===== config.mk =====
export PLATFORM = sky130hd
export DESIGN_NAME = multiplicador_algoritmico
export DESIGN_NICKNAME = d
export VERILOG_FILES = /design/src/rtl/multiplicador_algoritmico.sv
export SDC_FILE = /design/constraint.sdc
export NUM_CORES = 1
export LEC_CHECK = 0
export CORE_AREA = 4 4 147 149
export CTS_BUF_LIST = sky130_fd_sc_hd__clkbuf_8 sky130_fd_sc_hd__clkbuf_16
export DETAILED_ROUTE_END_ITERATION = 6
export DIE_AREA = 0 0 151 153
export PLACE_DENSITY = 0.78
export SLEW_MARGIN = 5
export SYNTH_ARGS = -nofsm -noshare
export SYNTH_HDL_FRONTEND = slang
export SYNTH_SLANG_ARGS = --single-unit

===== constraint.sdc =====
create_clock -name CLK -period 5.6 [get_ports CLK]
set_input_delay 1.68 -clock CLK [delete_from_list [all_inputs] [get_ports CLK]]
set_output_delay 1.68 -clock CLK [all_outputs]
set_load 0.02 [all_outputs]

===== src/rtl/multiplicador_algoritmico.sv =====
// rtl/multiplicador_algoritmico.sv - sequential signed shift-add multiplier, NUM = COC*DEN + RES
//
// Rebuilds a dividend from divider results using the START/DONE handshake of
// Divisor_Algoritmico. A single multiplication takes tamanyo+1 clock edges,
// whatever the operand values.
//
// Optional feature macro: MULT_OVF_EN (adds the OVF output).
//
// Ports:
//   CLK    in   rising-edge clock
//   RSTn   in   asynchronous active-low reset
//   START  in   start request, sampled only in IDLE
//   COC    in   [tamanyo] signed quotient operand
//   DEN    in   [tamanyo] signed divisor operand
//   RES    in   [tamanyo] signed remainder addend
//   NUM    out  [tamanyo] low tamanyo bits of COC*DEN+RES, registered
//   DONE   out  one-cycle completion pulse, registered
//   OVF    out  (MULT_OVF_EN only) full-precision result out of signed range

module multiplicador_algoritmico #(
    parameter int tamanyo = 32
) (
    input  logic               CLK,
    input  logic               RSTn,
    input  logic               START,
    input  logic [tamanyo-1:0] COC,
    input  logic [tamanyo-1:0] DEN,
    input  logic [tamanyo-1:0] RES,
    output logic [tamanyo-1:0] NUM,
    output logic               DONE
`ifdef MULT_OVF_EN
    ,
    output logic               OVF
`endif
);

    localparam int W  = tamanyo;
    localparam int AW = 2 * W + 2;
    localparam int CW = $clog2(W);

    typedef enum logic [1:0] {
        IDLE,
        MUL,
        CORR
    } state_t;

    state_t state, state_next;

    logic [AW-1:0] mcand;
    logic [W:0]    mplier;
    logic [W-1:0]  res_r;
    logic          sign_r;
    logic [AW-1:0] acc;
    logic [CW-1:0] cnt;

    // One extra magnitude bit keeps |-2^(W-1)| exact.
    logic [W:0] coc_ext, den_ext, coc_mag, den_mag;
    assign coc_ext = {COC[W-1], COC};
    assign den_ext = {DEN[W-1], DEN};
    assign coc_mag = COC[W-1] ? ((W+1)'(0) - coc_ext) : coc_ext;
    assign den_mag = DEN[W-1] ? ((W+1)'(0) - den_ext) : den_ext;

    logic last_iter;
    assign last_iter = (cnt == CW'(W - 1));

    // Correction: restore the sign, then add the sign-extended remainder at full width.
    logic [AW-1:0] prod_s;
    logic [AW-1:0] res_sext;
    logic [W-1:0]  num_calc;
    assign prod_s   = sign_r ? (AW'(0) - acc) : acc;
    assign res_sext = {{(AW - W){res_r[W-1]}}, res_r};

`ifdef MULT_OVF_EN
    logic [AW-1:0] full;
    logic          ovf_calc;
    assign full     = prod_s + res_sext;
    assign num_calc = full[W-1:0];
    // In range only if every bit from the result sign bit upward is identical.
    assign ovf_calc = ~((&full[AW-1:W-1]) | ~(|full[AW-1:W-1]));
`else
    assign num_calc = W'(prod_s + res_sext);
`endif

    always_ff @(posedge CLK or negedge RSTn) begin
        if (!RSTn) begin
            state <= IDLE;
        end else begin
            state <= state_next;
        end
    end

    always_comb begin
        state_next = state;
        case (state)
            IDLE:    if (START) state_next = MUL;
            MUL:     if (last_iter) state_next = CORR;
            CORR:    state_next = IDLE;
            default: state_next = IDLE;
        endcase
    end

    always_ff @(posedge CLK or negedge RSTn) begin
        if (!RSTn) begin
            mcand  <= '0;
            mplier <= '0;
            res_r  <= '0;
            sign_r <= 1'b0;
            acc    <= '0;
            cnt    <= '0;
            NUM    <= '0;
            DONE   <= 1'b0;
`ifdef MULT_OVF_EN
            OVF    <= 1'b0;
`endif
        end else begin
            DONE <= 1'b0;
            case (state)
                IDLE: begin
                    if (START) begin
                        mcand  <= {{(W + 1){1'b0}}, coc_mag};
                        mplier <= den_mag;
                        res_r  <= RES;
                        sign_r <= COC[W-1] ^ DEN[W-1];
                        acc    <= '0;
                        cnt    <= '0;
                    end
                end
                MUL: begin
                    if (mplier[0]) acc <= acc + mcand;
                    mcand  <= mcand << 1;
                    mplier <= mplier >> 1;
                    cnt    <= cnt + CW'(1);
                end
                CORR: begin
                    NUM  <= num_calc;
                    DONE <= 1'b1;
`ifdef MULT_OVF_EN
                    OVF  <= ovf_calc;
`endif
                end
                default: ;
            endcase
        end
    end

endmodule


Yosys cells after proc, flatten, opt, wreduce, memory -nomap -nowiden
Index checks and enable logic that the tools add are counted.
{"block": "word_totals", "register_bits": 238, "mem_count": 0, "out_inout_bits": 33, "latch_bits": 0, "inputBits": 99, "ramBits": 0, "rom_bits": 0, "wordCells": 44}
{"block": "classes", "magnitude_cmp": 0, "eq_ne": 6, "n_addsub": 6, "n_reduce_logical": 6, "n_mux": 16, "n_mul": 0, "bitwise_logic": 1, "div_mod_pow": 0, "shifts": 0}
{"cell": "$pmux 66 s2", "count": 2}
{"cell": "$mux 66", "count": 3}
{"cell": "$mux 33", "count": 3}
{"cell": "$add 66x66->66", "count": 1}
{"cell": "$pmux 33 s2", "count": 1}
{"cell": "$sub 1x32->33 const A", "count": 2}
{"cell": "$add 32x32->32", "count": 1}
{"cell": "$mux 32", "count": 1}
{"cell": "$sub 1x32->32 const A", "count": 1}
{"cell": "$pmux 5 s2", "count": 1}
{"cell": "$ne 2x2->1 const B", "count": 3}
{"cell": "$reduce_and 2->1", "count": 3}
{"cell": "$add 5x1->5 const B", "count": 1}
{"cell": "$eq 5x5->1 const B", "count": 1}
{"cell": "$mux 5", "count": 1}
{"cell": "$mux 2", "count": 2}
{"cell": "$pmux 2 s2", "count": 1}
{"cell": "$reduce_and 3->1", "count": 1}
{"cell": "$eq 2x1->1 const B", "count": 1}
{"cell": "$eq 2x2->1 const B", "count": 1}
{"cell": "$logic_not 2->1", "count": 1}
{"cell": "$reduce_bool 2->1", "count": 1}
{"cell": "$mux 1", "count": 1}
{"cell": "$xor 1x1->1", "count": 1}

Longest topological paths before layout
{"block": "logic_depth", "ltp_word": 4, "mapped_depth": 20, "ltp_nobuf": 19}

Least setup slack after synthesis
OpenSTA, ideal clock, no wires.
{"block": "synth_path", "path_type": "input to register", "startpoint": "input DEN[11]", "endpoint": "register mplier[29]", "path_slack_ns": 1.495, "t_arrival_ns": 3.976, "cell_stages": 9, "n_path_buf": 0, "setup_time_ns": 0.129, "required_time_ns": 5.471, "cell_sequence": "or4_4 > nor4_4 > nand2b_1 > or2_1 > or3_4 > or4_4 > o31ai_4 > xor2_1 > o21ai_1"}
{"block": "synth_between", "elab_chain_len": 4}
{"item": "start: declaration", "line_no": "27", "source": "input logic [tamanyo-1:0] DEN,"}
{"item": "$sub 1x32->33", "line_no": "61", "source": "assign den_mag = DEN[W-1] ? ((W+1)'(0) - den_ext) : den_ext;"}
{"item": "$mux 33", "line_no": "61"}
{"item": "$mux 33", "line_no": "119", "source": "if (START) begin"}
{"item": "$pmux 33 s2", "line_no": "117", "source": "case (state)"}
{"item": "end signal: assignment", "line_no": "121", "source": "mplier <= den_mag;"}
{"item": "end signal: assignment", "line_no": "131", "source": "mplier <= mplier >> 1;"}
{"item": "end: declaration", "line_no": "50", "source": "logic [W:0] mplier;"}
Every way passes these cells. The select of a mux whose other input is x is not followed.
A chain may end at the register's enable or synchronous reset.

Final worst setup path
{"block": "layout_path", "startpoint": "register acc[4]", "endpoint": "register NUM[29]"}
{"block": "layout_between", "elab_chain_len": 3}
{"item": "start: declaration", "line_no": "53", "source": "logic [AW-1:0] acc;"}
{"item": "start signal: assignment", "line_no": "129", "source": "if (mplier[0]) acc <= acc + mcand;"}
{"item": "$sub 1x32->32", "line_no": "70", "source": "assign prod_s = sign_r ? (AW'(0) - acc) : acc;"}
{"item": "$mux 32 (*)", "line_no": "70"}
{"item": "$add 32x32->32 (*)", "line_no": "81", "source": "assign num_calc = W'(prod_s + res_sext);"}
{"item": "end signal: assignment", "line_no": "135", "source": "NUM <= num_calc;"}
{"item": "end: declaration", "line_no": "29", "source": "output logic [tamanyo-1:0] NUM,"}
Mark *: on every way between the ends. The rest lies on a longest branch, timed or not.

==> impl_metrics.csv <==
group,metric,value,unit
sta,fin_setup_tns,0,ns
worst_setup_path,cp.arrival,4.61,ns
yosys,post_synth_top_cells,"225 x sky130_fd_sc_hd__nand2_1, 170 x sky130_fd_sc_hd__dfrtp_1, 158 x sky130_fd_sc_hd__o21ai_0",
die,initial_core_util,57.3,%
global_routing,global_route_usage_sum,24.5,%
worst_setup_path,crit-reg2reg-capture,"NUM[29]",
yosys,synth-edff-count,0,
yosys,ys_seq_area_share,36.8,%
clock_tree,ctsRootBufferMaster,"sky130_fd_sc_hd__clkbuf_16",
cells_and_area,finalNetCount,1611,
sta,final_period_minus_worst_setup_slack,4.34,ns
worst_setup_path,peak_fanout_along_the_critical_path,7,
clock_tree,post_cts_resize_count,0,
die,die_h,153,µm
die,rows,52,
sta,skew,0.00754,ns
clock_tree,cts_tree,"done",
power,power-per-cell-area,583,nW/µm²
detailed_routing,route.detailed.vias_per_inst,5.85,
worst_setup_path,critical_path_required,5.87,ns
clock_tree,worstSkewPairLatency,0.43,ns
run,max_cap_violations,0,
sta,maxSlewHeadroom,28.5,%
worst_setup_path,reg2reg_from,"acc[4]",
global_routing,initial_antenna_violation_count,0,
clock_tree,post-cts-setup-buffer-count,0,
detailed_routing,via_count,10100,
min_path,min_delay_path_depth,2,
cells_and_area,syn_to_final_growth,18.4,%
power,vdd_drop_max,0.276,mV
worst_setup_path,rr_worst_depth,18,
worst_setup_path,critPathKind,"reg -> reg",
yosys,synth_top_flop_cell,"sky130_fd_sc_hd__dfrtp_1",
run_status,run_status,"complete, no violations",
cells_and_area,layout.core_utilization,67.8,%
die,floorplan_core_area,20200,µm²
sta,grt_setup_unrepaired,"false",
detailed_routing,first_pass_iters,5,
cells_and_area,register_cell_area_after_layout,4250,µm²
cells_and_area,design_area,13700,µm²
sta,layout_worst_path_cycle_share,77.5,%
yosys,gate_count_post_synth,1346,
placed_design,placed_cells_incl_taps,1690,
yosys,ys_ff_latch,170,
cells_and_area,diodes,0,
global_routing,vias_in_the_first_global_route,9622,
worst_setup_path,worst_setup_path_start_kind,"flop",
yosys,number_of_nets_produced_by_synthesis,1518,
yosys,mappedNetlistArea,11600,µm²
placed_design,postPlaceCellArea,13100,µm²
sta,final-hold-violation-count,0,
yosys,post_synth_num_cell_types,60,
clock_tree,cts_hold_buf,0,
detailed_routing,drt.antenna.violating_nets,0,
sta,slew_violations,0,
placed_design,finalWeightedCongestion,0.925,
global_routing,global_route_wire_length_before_repair,47.0,mm
cells_and_area,multi_input_area,6950,µm²
cells_and_area,layout_cells_sized_above_1,4.41,%
cells_and_area,layout.filler_cells,1651,
clock_tree,cts_htree_levels,4,
worst_setup_path,ff2ff_setup_slack,1.26,ns
die,die_area,23100,µm²
global_routing,global_route.overflow_total,0,
sta,setup_violations,0,
clock_tree,cts-root-to-sink-buffers,2,
power,power.leakage,6.14,nW
detailed_routing,post-route-drc-count,0,
die,io-pin-count,132,
placed_design,post-dp-hpwl,20.9,mm
die,die_width,151,µm
sta,max_clock_freq,0.230,GHz
yosys,synthArstFlopShare,100,%
min_path,worstHoldStart,"NUM[17]",
detailed_routing,postRouteWirelength,27.8,mm
min_path,worstHoldEndpoint,"NUM[17]",
clock_tree,cts-buffers-inserted,17,
worst_setup_path,kind_of_end_point_of_the_critical_path,"flop",
sta,worstMarginPinSlew,1.07,ns
min_path,min-delay-path-class,"reg -> reg",
cells_and_area,final-instance-count-excl-fill,1722,
clock_tree,clock_sink_count,170,
clock_tree,clkTransAtPathRegs,0.07,ns
yosys,post_synth_main_area_contributors,"sky130_fd_sc_hd__dfrtp_1 37%, sky130_fd_sc_hd__ha_1 7.7%, sky130_fd_sc_hd__nand2_1 7.3%, sky130_fd_sc_hd__o21ai_0 6.8%, sky130_fd_sc_hd__xnor2_1 5.7%",
detailed_routing,avgRoutedWirePerCell,16.1,µm
yosys,post-synth-top-area-cell,"sky130_fd_sc_hd__dfrtp_1",
detailed_routing,drtIter0Drc,528,
yosys,synth_top_area_share,36.8,%
yosys,yosysMostFrequentCell,"sky130_fd_sc_hd__nand2_1",
yosys,warnings_synthesis,0,
yosys,postSynthAreaPerCell,8.58,µm²
placed_design,port_buffers,131,
global_routing,largest_net_degree_at_the_start_of_global_routing,106,
==> cell type report <==
cell class | count | area share (%)
multi-input combinational | 1079 | 50.8
sequential | 170 | 31.1
timing repair buffer | 142 | 10.4
clock buffer | 20 | 3.41
tap | 270 | 2.47
clock inverter | 12 | 1.01
inverter | 29 | 0.796
==> report_power, final <==
group | total (mW) | leakage, nW | switching [mW] | internal (mW)
Combinational | 4.58 | 3.64 | 2.60 | 1.98
Sequential | 2.18 | 2.20 | 0.502 | 1.68
Clock | 1.21 | 0.293 | 0.513 | 0.698
Total | 7.97 | 6.14 | 3.62 | 4.35
==> layout by cell type, fill, tap and decap left out, types with 4 or more instances in the layout <==
| master | Yosys | final |
|---|---|---|
| sky130_fd_sc_hd__nand4_1 | 8 | 8 |
| sky130_fd_sc_hd__o21a_1 | 8 | 8 |
| sky130_fd_sc_hd__nand2b_1 | 11 | 11 |
| sky130_fd_sc_hd__o41ai_1 | 20 | 20 |
| sky130_fd_sc_hd__and2_1 | 4 | 4 |
| sky130_fd_sc_hd__nor2_1 | 46 | 44 |
| sky130_fd_sc_hd__or4_1 | 12 | 12 |
| sky130_fd_sc_hd__a21oi_1 | 75 | 75 |
| sky130_fd_sc_hd__o22ai_1 | 47 | 47 |
| sky130_fd_sc_hd__nand2_1 | 225 | 223 |
| sky130_fd_sc_hd__buf_4 | 0 | 9 |
| sky130_fd_sc_hd__o31ai_1 | 26 | 26 |
| sky130_fd_sc_hd__clkbuf_16 | 0 | 17 |
| sky130_fd_sc_hd__nor3_1 | 20 | 20 |
| sky130_fd_sc_hd__a211oi_1 | 11 | 11 |
| sky130_fd_sc_hd__inv_1 | 28 | 28 |
| sky130_fd_sc_hd__and3_1 | 9 | 9 |
| sky130_fd_sc_hd__xor2_1 | 69 | 69 |
| sky130_fd_sc_hd__clkdlybuf4s50_1 | 0 | 130 |
| sky130_fd_sc_hd__nor2b_1 | 6 | 6 |
| sky130_fd_sc_hd__nor4_1 | 5 | 5 |
| sky130_fd_sc_hd__xnor2_1 | 75 | 75 |
| sky130_fd_sc_hd__a22oi_1 | 37 | 37 |
| sky130_fd_sc_hd__o21ai_0 | 158 | 158 |
| sky130_fd_sc_hd__o21bai_1 | 4 | 4 |
| sky130_fd_sc_hd__a21o_1 | 41 | 41 |
| sky130_fd_sc_hd__ha_1 | 71 | 71 |
| sky130_fd_sc_hd__dfrtp_1 | 170 | 170 |
| sky130_fd_sc_hd__a31oi_1 | 7 | 7 |
| sky130_fd_sc_hd__or3_1 | 18 | 18 |
| sky130_fd_sc_hd__a22o_1 | 6 | 6 |
| sky130_fd_sc_hd__nand3_1 | 14 | 14 |
| sky130_fd_sc_hd__or2_2 | 6 | 6 |
==> through the flow <==
stage               setup slack, ns  total power [mW]  hold WS, ns
floorplan                      1.50              5.61        0.449
global placement              0.920              6.59        0.461
detailed placement            0.817              6.70        0.471
CTS                            1.24              7.96        0.485
global route                  0.842              8.70        0.500
finish                         1.26              7.97        0.476
==> cells by family (layout without fill, tap and decap cells) <==
| kind of cell | after synthesis | count (layout) | share of synthesized area [%] |
|---|---|---|---|
| xor+xnor | 144 | 144 | 10.9 |
| fa+ha+maj | 73 | 73 | 8.04 |
| buf+inv | 97 | 203 | 3.15 |
| flops | 170 | 170 | 36.8 |
| simple gates | 396 | 396 | 15.7 |
| mux | 2 | 2 | 0.173 |
| compound gates | 464 | 464 | 25.2 |
==> worst max-delay path, stage by stage, from the launching register on <==
cell and delay (ns):
sky130_fd_sc_hd__dfrtp_1 0.46, sky130_fd_sc_hd__nor4_1 0.34, sky130_fd_sc_hd__and2b_1 0.21, sky130_fd_sc_hd__nand2b_1 0.10
sky130_fd_sc_hd__nand2b_1 0.20, sky130_fd_sc_hd__or3_1 0.41, sky130_fd_sc_hd__or3_1 0.44, sky130_fd_sc_hd__nand2_1 0.11
sky130_fd_sc_hd__xnor2_1 0.08, sky130_fd_sc_hd__ha_1 0.39, sky130_fd_sc_hd__a21o_1 0.23, sky130_fd_sc_hd__a21o_1 0.17
sky130_fd_sc_hd__a21o_1 0.19, sky130_fd_sc_hd__a21o_1 0.18, sky130_fd_sc_hd__a21oi_1 0.13, sky130_fd_sc_hd__nor2_1 0.05
sky130_fd_sc_hd__a211oi_1 0.24, sky130_fd_sc_hd__xnor2_1 0.15, sky130_fd_sc_hd__o21ai_0 0.09
==> routing by layer <==
metal,vias to the layer above,part of all wire [%],wire [µm],track usage [%]
met5,-,0,0,0
met1,4691,49,13600,36.9
met3,25,5.6,1560,3.52
met2,282,44,12300,37.9
li1,5072,-,-,-
met4,0,1.1,316,4.79
==> sequential cells by signal, summed over array words and instances (netlist names) <==
name,cells
mplier,33
cnt,5
DONE,1
NUM,32
mcand,32
acc,32
state,2
sign_r,1
res_r,32
==> how the worst max path moves through the flow <==
stage / from / end / slack [ns] / cells past startpoint
2_1_floorplan: DEN[11] / mplier[29] / 1.50 / 9
3_3_place_gp: DEN[11] / mplier[30] / 0.92 / 10
3_5_place_dp: DEN[11] / mplier[28] / 0.82 / 10
4_1_cts: acc[4] / NUM[29] / 1.24 / 18
5_1_grt: acc[4] / NUM[29] / 0.84 / 18
6_report: acc[4] / NUM[29] / 1.26 / 18
No activity file was read; power rests on OpenSTA's default activity.
